--- src/rtl/solver_ctrl.sv ---
// Sequencer for an iterative linear solver: load, sweep, drain, unload.
// Define SOLVER_EARLY_STOP_EN to end sweeping once a full sweep converges.
module solver_ctrl #(
  parameter int N        = 16,
  parameter int MAX_ITER = 20,
  parameter int PIPE_LAT = 4
) (
  input  logic                 clk,
  input  logic                 rst,
  input  logic                 start,
  input  logic                 in_valid,
  input  logic                 conv,
  output logic                 ready,
  output logic                 load_en,
  output logic                 rot_en,
  output logic [$clog2(N)-1:0] row_idx,
  output logic [7:0]           iter_cnt,
  output logic                 out_valid,
  output logic                 done
);

  localparam int RW = $clog2(N);
  localparam int CW = $clog2(N + 1);
  localparam int DW = (PIPE_LAT > 1) ? $clog2(PIPE_LAT) : 1;

  typedef enum logic [2:0] {
    S_IDLE,
    S_LOAD,
    S_ITER,
    S_DRAIN,
    S_OUT,
    S_DONE
  } state_t;

  state_t        r_state;
  logic          r_ready;
  logic          r_rot;
  logic [RW-1:0] r_row;
  logic [7:0]    r_iter;
  logic          r_oval;
  logic          r_done;
  logic [CW-1:0] r_lcnt;
  logic [DW-1:0] r_dcnt;

  logic w_last_row;
  logic w_last_sweep;
  logic w_stop;
  logic w_load;

  assign w_last_row   = (r_row == RW'(N - 1));
  assign w_last_sweep = (r_iter == 8'(MAX_ITER - 1));
  assign w_load       = (r_state == S_LOAD) & in_valid;

`ifdef SOLVER_EARLY_STOP_EN
  logic r_allconv;
  logic w_conv_all;

  // Running AND of conv across the current sweep, restarted at row 0.
  assign w_conv_all = (r_row == '0) ? conv : (r_allconv & conv);
  assign w_stop     = w_last_sweep | w_conv_all;

  always_ff @(posedge clk or negedge rst) begin
    if (!rst) begin
      r_allconv <= 1'b0;
    end else if (r_state == S_ITER) begin
      r_allconv <= w_conv_all;
    end
  end
`else
  logic w_unused_conv;

  assign w_unused_conv = conv;
  assign w_stop        = w_last_sweep;
`endif

  always_ff @(posedge clk or negedge rst) begin
    if (!rst) begin
      r_state <= S_IDLE;
      r_ready <= 1'b1;
      r_rot   <= 1'b0;
      r_row   <= '0;
      r_iter  <= '0;
      r_oval  <= 1'b0;
      r_done  <= 1'b0;
      r_lcnt  <= '0;
      r_dcnt  <= '0;
    end else begin
      unique case (r_state)
        S_IDLE: begin
          if (start) begin
            r_state <= S_LOAD;
            r_ready <= 1'b0;
            r_iter  <= '0;
            r_row   <= '0;
            r_lcnt  <= '0;
          end
        end
        S_LOAD: begin
          if (in_valid) begin
            if (r_lcnt == CW'(N - 1)) begin
              r_state <= S_ITER;
              r_rot   <= 1'b1;
              r_row   <= '0;
              r_lcnt  <= '0;
            end else begin
              r_lcnt <= r_lcnt + 1'b1;
            end
          end
        end
        S_ITER: begin
          if (w_last_row) begin
            r_row <= '0;
            if (r_iter < 8'(MAX_ITER)) begin
              r_iter <= r_iter + 8'd1;
            end
            if (w_stop) begin
              r_state <= S_DRAIN;
              r_rot   <= 1'b0;
              r_dcnt  <= '0;
            end
          end else begin
            r_row <= r_row + 1'b1;
          end
        end
        S_DRAIN: begin
          if (r_dcnt == DW'(PIPE_LAT - 1)) begin
            r_state <= S_OUT;
            r_rot   <= 1'b1;
            r_oval  <= 1'b1;
            r_row   <= '0;
          end else begin
            r_dcnt <= r_dcnt + 1'b1;
          end
        end
        S_OUT: begin
          if (w_last_row) begin
            r_state <= S_DONE;
            r_rot   <= 1'b0;
            r_oval  <= 1'b0;
            r_done  <= 1'b1;
            r_row   <= '0;
          end else begin
            r_row <= r_row + 1'b1;
          end
        end
        S_DONE: begin
          r_state <= S_IDLE;
          r_done  <= 1'b0;
          r_ready <= 1'b1;
        end
        default: begin
          r_state <= S_IDLE;
          r_ready <= 1'b1;
          r_rot   <= 1'b0;
          r_oval  <= 1'b0;
          r_done  <= 1'b0;
        end
      endcase
    end
  end

  assign ready     = r_ready;
  assign load_en   = w_load;
  assign rot_en    = r_rot;
  assign row_idx   = r_row;
  assign iter_cnt  = r_iter;
  assign out_valid = r_oval;
  assign done      = r_done;

endmodule

--- config.mk ---
export PLATFORM = sky130hd
export DESIGN_NAME = solver_ctrl
export DESIGN_NICKNAME = d
export VERILOG_FILES = /design/src/rtl/solver_ctrl.sv
export SDC_FILE = /design/constraint.sdc
export NUM_CORES = 1
export LEC_CHECK = 0
export BUFFER_PORTS_ARGS = -buffer_cell sky130_fd_sc_hd__buf_4
export CORE_MARGIN = 2
export CORE_UTILIZATION = 30
export CTS_CLUSTER_DIAMETER = 50
export DETAILED_ROUTE_END_ITERATION = 10
export SYNTH_ARGS = -nofsm -noshare
export SYNTH_HDL_FRONTEND = slang
export SYNTH_SLANG_ARGS = --single-unit
--- constraint.sdc ---
create_clock -name clk -period 2.6 [get_ports clk]
set_input_delay 0.26 -clock clk [delete_from_list [all_inputs] [get_ports clk]]
set_output_delay 0.26 -clock clk [all_outputs]
set_load 0.05 [all_outputs]
# Yosys cells after proc, flatten, opt, wreduce, memory -nomap -nowiden

Index checks and enable logic that the tools add are counted.

Register bits: 26
Bits in latches: 0
Memory bits (writable): 0
ROM bits: 0
Bits of input ports: 5
Output and inout bits: 17
Word-level logic and storage cells: 94
Memories: 0

Add/sub/neg operators: 4
Multiply operators: 0
Div/mod/pow operators: 0
$lt $le $gt $ge: 1
Equal/unequal tests: 18
Shift operators: 0
Mux-type cells: 38
Bitwise gates (word level): 5
Reduce and logical (&&, ||, !) cells: 19

Operator list:

| operator            | number |
|---|---|
| $mux 8              | 3 |
| $mux 3              | 7 |
| $mux 4              | 5 |
| $ne 2x2->1 const B  | 8 |
| $pmux 4 s4          | 1 |
| $pmux 8 s2          | 1 |
| $mux 5              | 3 |
| $pmux 3 s5          | 1 |
| $reduce_and 7->1    | 2 |
| $reduce_or 4->1     | 3 |
| $pmux 5 s2          | 1 |
| $add 8x1->8 const B | 1 |
| $eq 8x5->1 const B  | 1 |
| $lt 8x5->1 const B  | 1 |
| $mux 1              | 8 |
| $reduce_and 4->1    | 2 |
| $eq 3x2->1 const B  | 2 |
| $eq 3x3->1 const B  | 2 |
| $mux 2              | 3 |
| $reduce_and 3->1    | 2 |
| $reduce_bool 2->1   | 3 |
| $add 5x1->5 const B | 1 |
| $eq 5x4->1 const B  | 1 |
| $pmux 1 s5          | 1 |
| other kinds (16)    | 22 |

# Depth between registers and ports, before layout

Depth in word-level cells: 4
Gate-level depth with buffers: 6

# Least setup slack after synthesis

Ideal clock, no wire load.

Path kind: reg-to-reg
From: register r_iter[0] (netlist: iter_cnt[0])
To: register r_rot (netlist: rot_en)
Setup time: 0.126 ns
Data arrival time: 1.892 ns
Setup slack: 0.582 ns
Cell stages (with the launch flop): 6
Buffers on the path: 0
Period minus slack after synthesis: 2.018 ns
Cell sequence: dfrtp_1 -> ha_1 -> nor4bb_1 -> and3_1 -> and3b_1 -> a221o_1

Cells in the longest elaborated chain, start to end: 3

Ends and longest elaborated chain:

| element                    | RTL line | text |
|---|---|---|
| from (decl)                | 39       | `logic [7:0] r_iter;` |
| from (signal assigned)     | 114      | `r_iter <= r_iter + 8'd1;` |
| $eq 8x5->1                 | 51       | `assign w_last_sweep = (r_iter == 8'(MAX_ITER - 1));` |
| $ne 2x2->1 (no line)       | n/a      |  |
| $reduce_and 7->1 (no line) | n/a      |  |
| to (signal assigned)       | 80       | `r_rot <= 1'b0;` |
| to (signal assigned)       | 102      | `r_rot <= 1'b1;` |
| to (signal assigned)       | 118      | `r_rot <= 1'b0;` |
| to (decl)                  | 37       | `logic r_rot;` |

Every way passes these cells.
A chain may end at the register's enable or synchronous reset.

# Worst setup path after layout

From: register r_state[1]
To: register r_iter[0] (netlist: iter_cnt[0])

Cells in the longest elaborated chain, start to end: 3

Ends and longest elaborated chain:

| element                                                          | RTL line | text |
|---|---|---|
| from (decl)                                                      | 35       | `state_t r_state;` |
| from (signal assigned)                                           | 78       | `r_state <= S_IDLE;` |
| from (signal assigned)                                           | 91       | `r_state <= S_LOAD;` |
| from (signal assigned)                                           | 101      | `r_state <= S_ITER;` |
| $eq 3x2->1 / $logic_not 3->1 (equally long branches)             | 88       | `unique case (r_state)` |
| $ne 2x2->1 (no line) / $reduce_bool 2->1 (equally long branches) | n/a      |  |
| $reduce_and 4->1 (no line)                                       | n/a      |  |

Parallel ways exist; a longest one is shown, timed or not.

==> results by group <==
Synthesis
  – Syn nets: about 170
  – Cells after Synth: ~160
  – Synth Area in Adders: 3.38%
  – Seq/Total Area, Yosys: roughly 44%
  – Seq cells post-synth: 26
  – Yosys cell types: 50
  – Warnings, synthesis: 0
  – Simple-gate portion of the synthesized area: between 20% and 30%
  – Compound-Gate Fraction of Synth Area: a little under a fifth
  – XOR/XNOR Fraction of Synth Area: 0%
  – Syn_area_per_cell: 9.50 µm²
  – Primary FF master, synth: dfrtp_1
  – Post-synthesis mux area share: between 2 and 3%
  – EDFF count, synth: 0
  – Largest family of logic cells by synthesized area: simple AND/OR/NAND/NOR gates
  – Mapped Area: 1480 µm²
  – Share of flip-flops with an asynchronous set or reset: between 90% and 100%

Floorplan
  – Top Ports: 22
  – DIE AREA: between 5000 and 6000 µm²
  – Die extent in y: ~74 µm
  – Starting density of the core: a little under a third
  – Core ar.: ~4800 µm²
  – Row Count: 25
  – Die width: about 74 µm

Global routing
  – Grt met2 use: between 10% and 20%
  – Initial antenna violation count: 0
  – Most Crowded Layer GR: met2
  – Grt ovf: 0
  – M3 GR Usage: 2.17%
  – Vias in the first global route: roughly 1,100
  – Met1 usage: between 10% and 20%
  – First-pass GRT wire length: ~5500 µm
  – All-Layer GR Usage: 13.0%
  – Largest net degree at the start of global routing: 27

Clock network
  – CTS tree: yes
  – CTS Buffer Depth: 2
  – # Post-CTS Setup Buffers: 0
  – Clock Sinks: 26
  – Root Buffer: clkbuf_8
  – Clock Latency Late Sink: about 280 ps
  – H-tree Lvls: 1
  – CTS clock-pin slew for the worst setup and hold paths: roughly 100 ps
  – CTS Buf Count: 3

Power and ir drop
  – Pwr per Cell Area: ~1200 nW/µm²
  – Power Total: 2.10 mW
  – Pleak: approximately 0.79 nW
  – Worst VDD drop: about 0.00055 V

Drt
  – Drt drc: 0
  – Vias/cell: between 5 and 6
  – Drt first pass iters: 4
  – Routed Antenna Nets: 0
  – Initial DRC Count: 60
  – Total number of vias: 1,230
  – Routed WL: 3260 µm
  – WL/cell: 13.3 µm

Run
  – Maxcap violations: 0

Final layout
  – Cell Count, Final, Fillers Out: between 200 and 250
  – Area Overhead vs Synth: 19.1%
  – Ant. Diodes: 0
  – Number of fill cells: roughly 520
  – Final instance area: 1760 µm²
  – Share of cells above drive strength 1: 20.2%
  – Number of nets in the layout: roughly 190

Setup path
  – CP Data Arrival Time: between 2000 and 2500 ps
  – Critical-path cell list: nor4b_2 -> and3_1 -> mux2_2 -> a22o_1
  – Crit-path max FO: 15
  – CP Class: reg -> reg
  – CP Launch Type: flop
  – Crit end category: flop
  – Worst path max stage delay: 670 ps
  – Reg2Reg Depth: 4
  – Critical-path top delay cell: dfrtp_1
  – Crit path required time: 2770 ps

Placed design
  – Detail Placement HPWL: between 2000 and 2500 µm
  – Cells after DPL: 240
  – Port Buf Inserts: 20
  – Placed instance area: around 1700 µm²
  – Placer Congestion: 0.806

Min path
  – Hold depth: 4
  – Worst hold path class: in -> reg

Timing
  – Finish-stage setup viols: 0
  – Fin. max-slew vios: 0
  – Final hold vios: 0
  – Slew headroom: between 60% and 70%
  – Crit path time final: 1990 ps
  – Tightest Pin Transition: approximately 590 ps
  – Hold slack: between 300 and 400 ps
  – Achievable Freq: around 500 MHz
  – Worst clock skew: 7.90 ps
  – Total negative slack: 0 ps
  – Period utilization: 76.6%
  – RSZ-0062 raised after global routing: no

Outcome
  – Status: finished clean
## cells in the mapped netlist (all sizes together) (3+ instances only)
library cell / number / area (µm²)
nor2b: 4 / 25.0
nand2b: 3 / 18.8
nand2: 15 / 56.3
or3: 3 / 18.8
o21ai: 14 / 70.1
dfrtp: 25 / 626
ha: 4 / 50.1
a21oi: 9 / 48.8
and3: 5 / 31.3
nor2: 13 / 51.3
inv: 7 / 26.3
nand3: 6 / 30.0
mux2: 3 / 33.8
nor3: 4 / 20.0
buf: 3 / 23.8
## sequential cells by signal, summed over array words and instances, names as in the netlist
register	count
iter_cnt	8
r_lcnt	5
row_idx	4
r_state	3
r_dcnt	2
done	1
out_valid	1
ready	1
rot_en	1
## metal layers
metal | routed length, µm | vias to the layer above | share of wire, %
met1 | 1610 | 589 | 49
met2 | 1480 | 23 | 45
li1 | - | 614 | -
met3 | 122 | 4 | 3.7
met5 | 0 | - | 0
met4 | 51 | 0 | 1.6
## final cells by class
cell class / instances / area, µm² / area share [%]
clock buffer: 4 / 55.1 / 3.12
inverter: 7 / 26.3 / 1.49
multi-input combinational: 118 / 772 / 43.8
sequential: 26 / 652 / 37.0
tap: 67 / 83.8 / 4.75
timing repair buffer: 23 / 175 / 9.93
## path summary, 6_finish.rpt
check	start	endpoint	slack, ps
max in group asynchronous	rst	ready	1870
worst min-delay path	start	ready	340
worst min register to register	ready	ready	500
min in group asynchronous	rst	row_idx[3]	420
worst max register to register	r_state[1]	iter_cnt[0]	610
worst max-delay path	r_state[1]	iter_cnt[0]	610
## through the flow
step	worst slack, ps	utilization (%)
global route	437	37.1
detailed placement	636	35.7
floorplan	582	-
finish	610	37.1
global placement	652	35.7
CTS	622	37.1
## critical path, delay by kind of cell (launching register included)
kind	cells	cell delay (ps)
AND/OR/NAND/NOR	2	690
flip-flops	1	670
multiplexers	1	350
AO/OA/AOI/OAI	1	170
## logic make-up (layout without fill, tap and decap cells)
group	count (synthesis)	after routing
AOI/OAI and AO/OA	42	42
adders and majority gates	4	4
buffers and inverters	12	34
DFF	26	26
muxes	4	4
and+or+nand+nor	68	68
## cells in the final DEF (no fill, tap or decap), types with 5 or more instances in the layout
cell type,synthesis,layout
and3_1,5,5
buf_4,1,22
inv_1,7,7
nor2_1,12,12
a21oi_1,8,8
o21ai_0,13,13
nand3_1,6,6
nand2_1,15,15
dfrtp_1,25,25
## what timing repair did
| action | 4_1_cts | 5_1_grt |
|---|---|---|
| hold endpoints to repair | 25 | 0 |
| hold buffers | 1 | 0 |
| resized for setup | 0 | 0 |
## report_power, final
part           internal, mW  switching [mW]  total [mW]
Combinational         0.399           0.675        1.07
Sequential            0.546           0.205       0.750
Clock                 0.136           0.138       0.274
Total                  1.08            1.02        2.10
No activity file was read; power rests on OpenSTA's default activity.
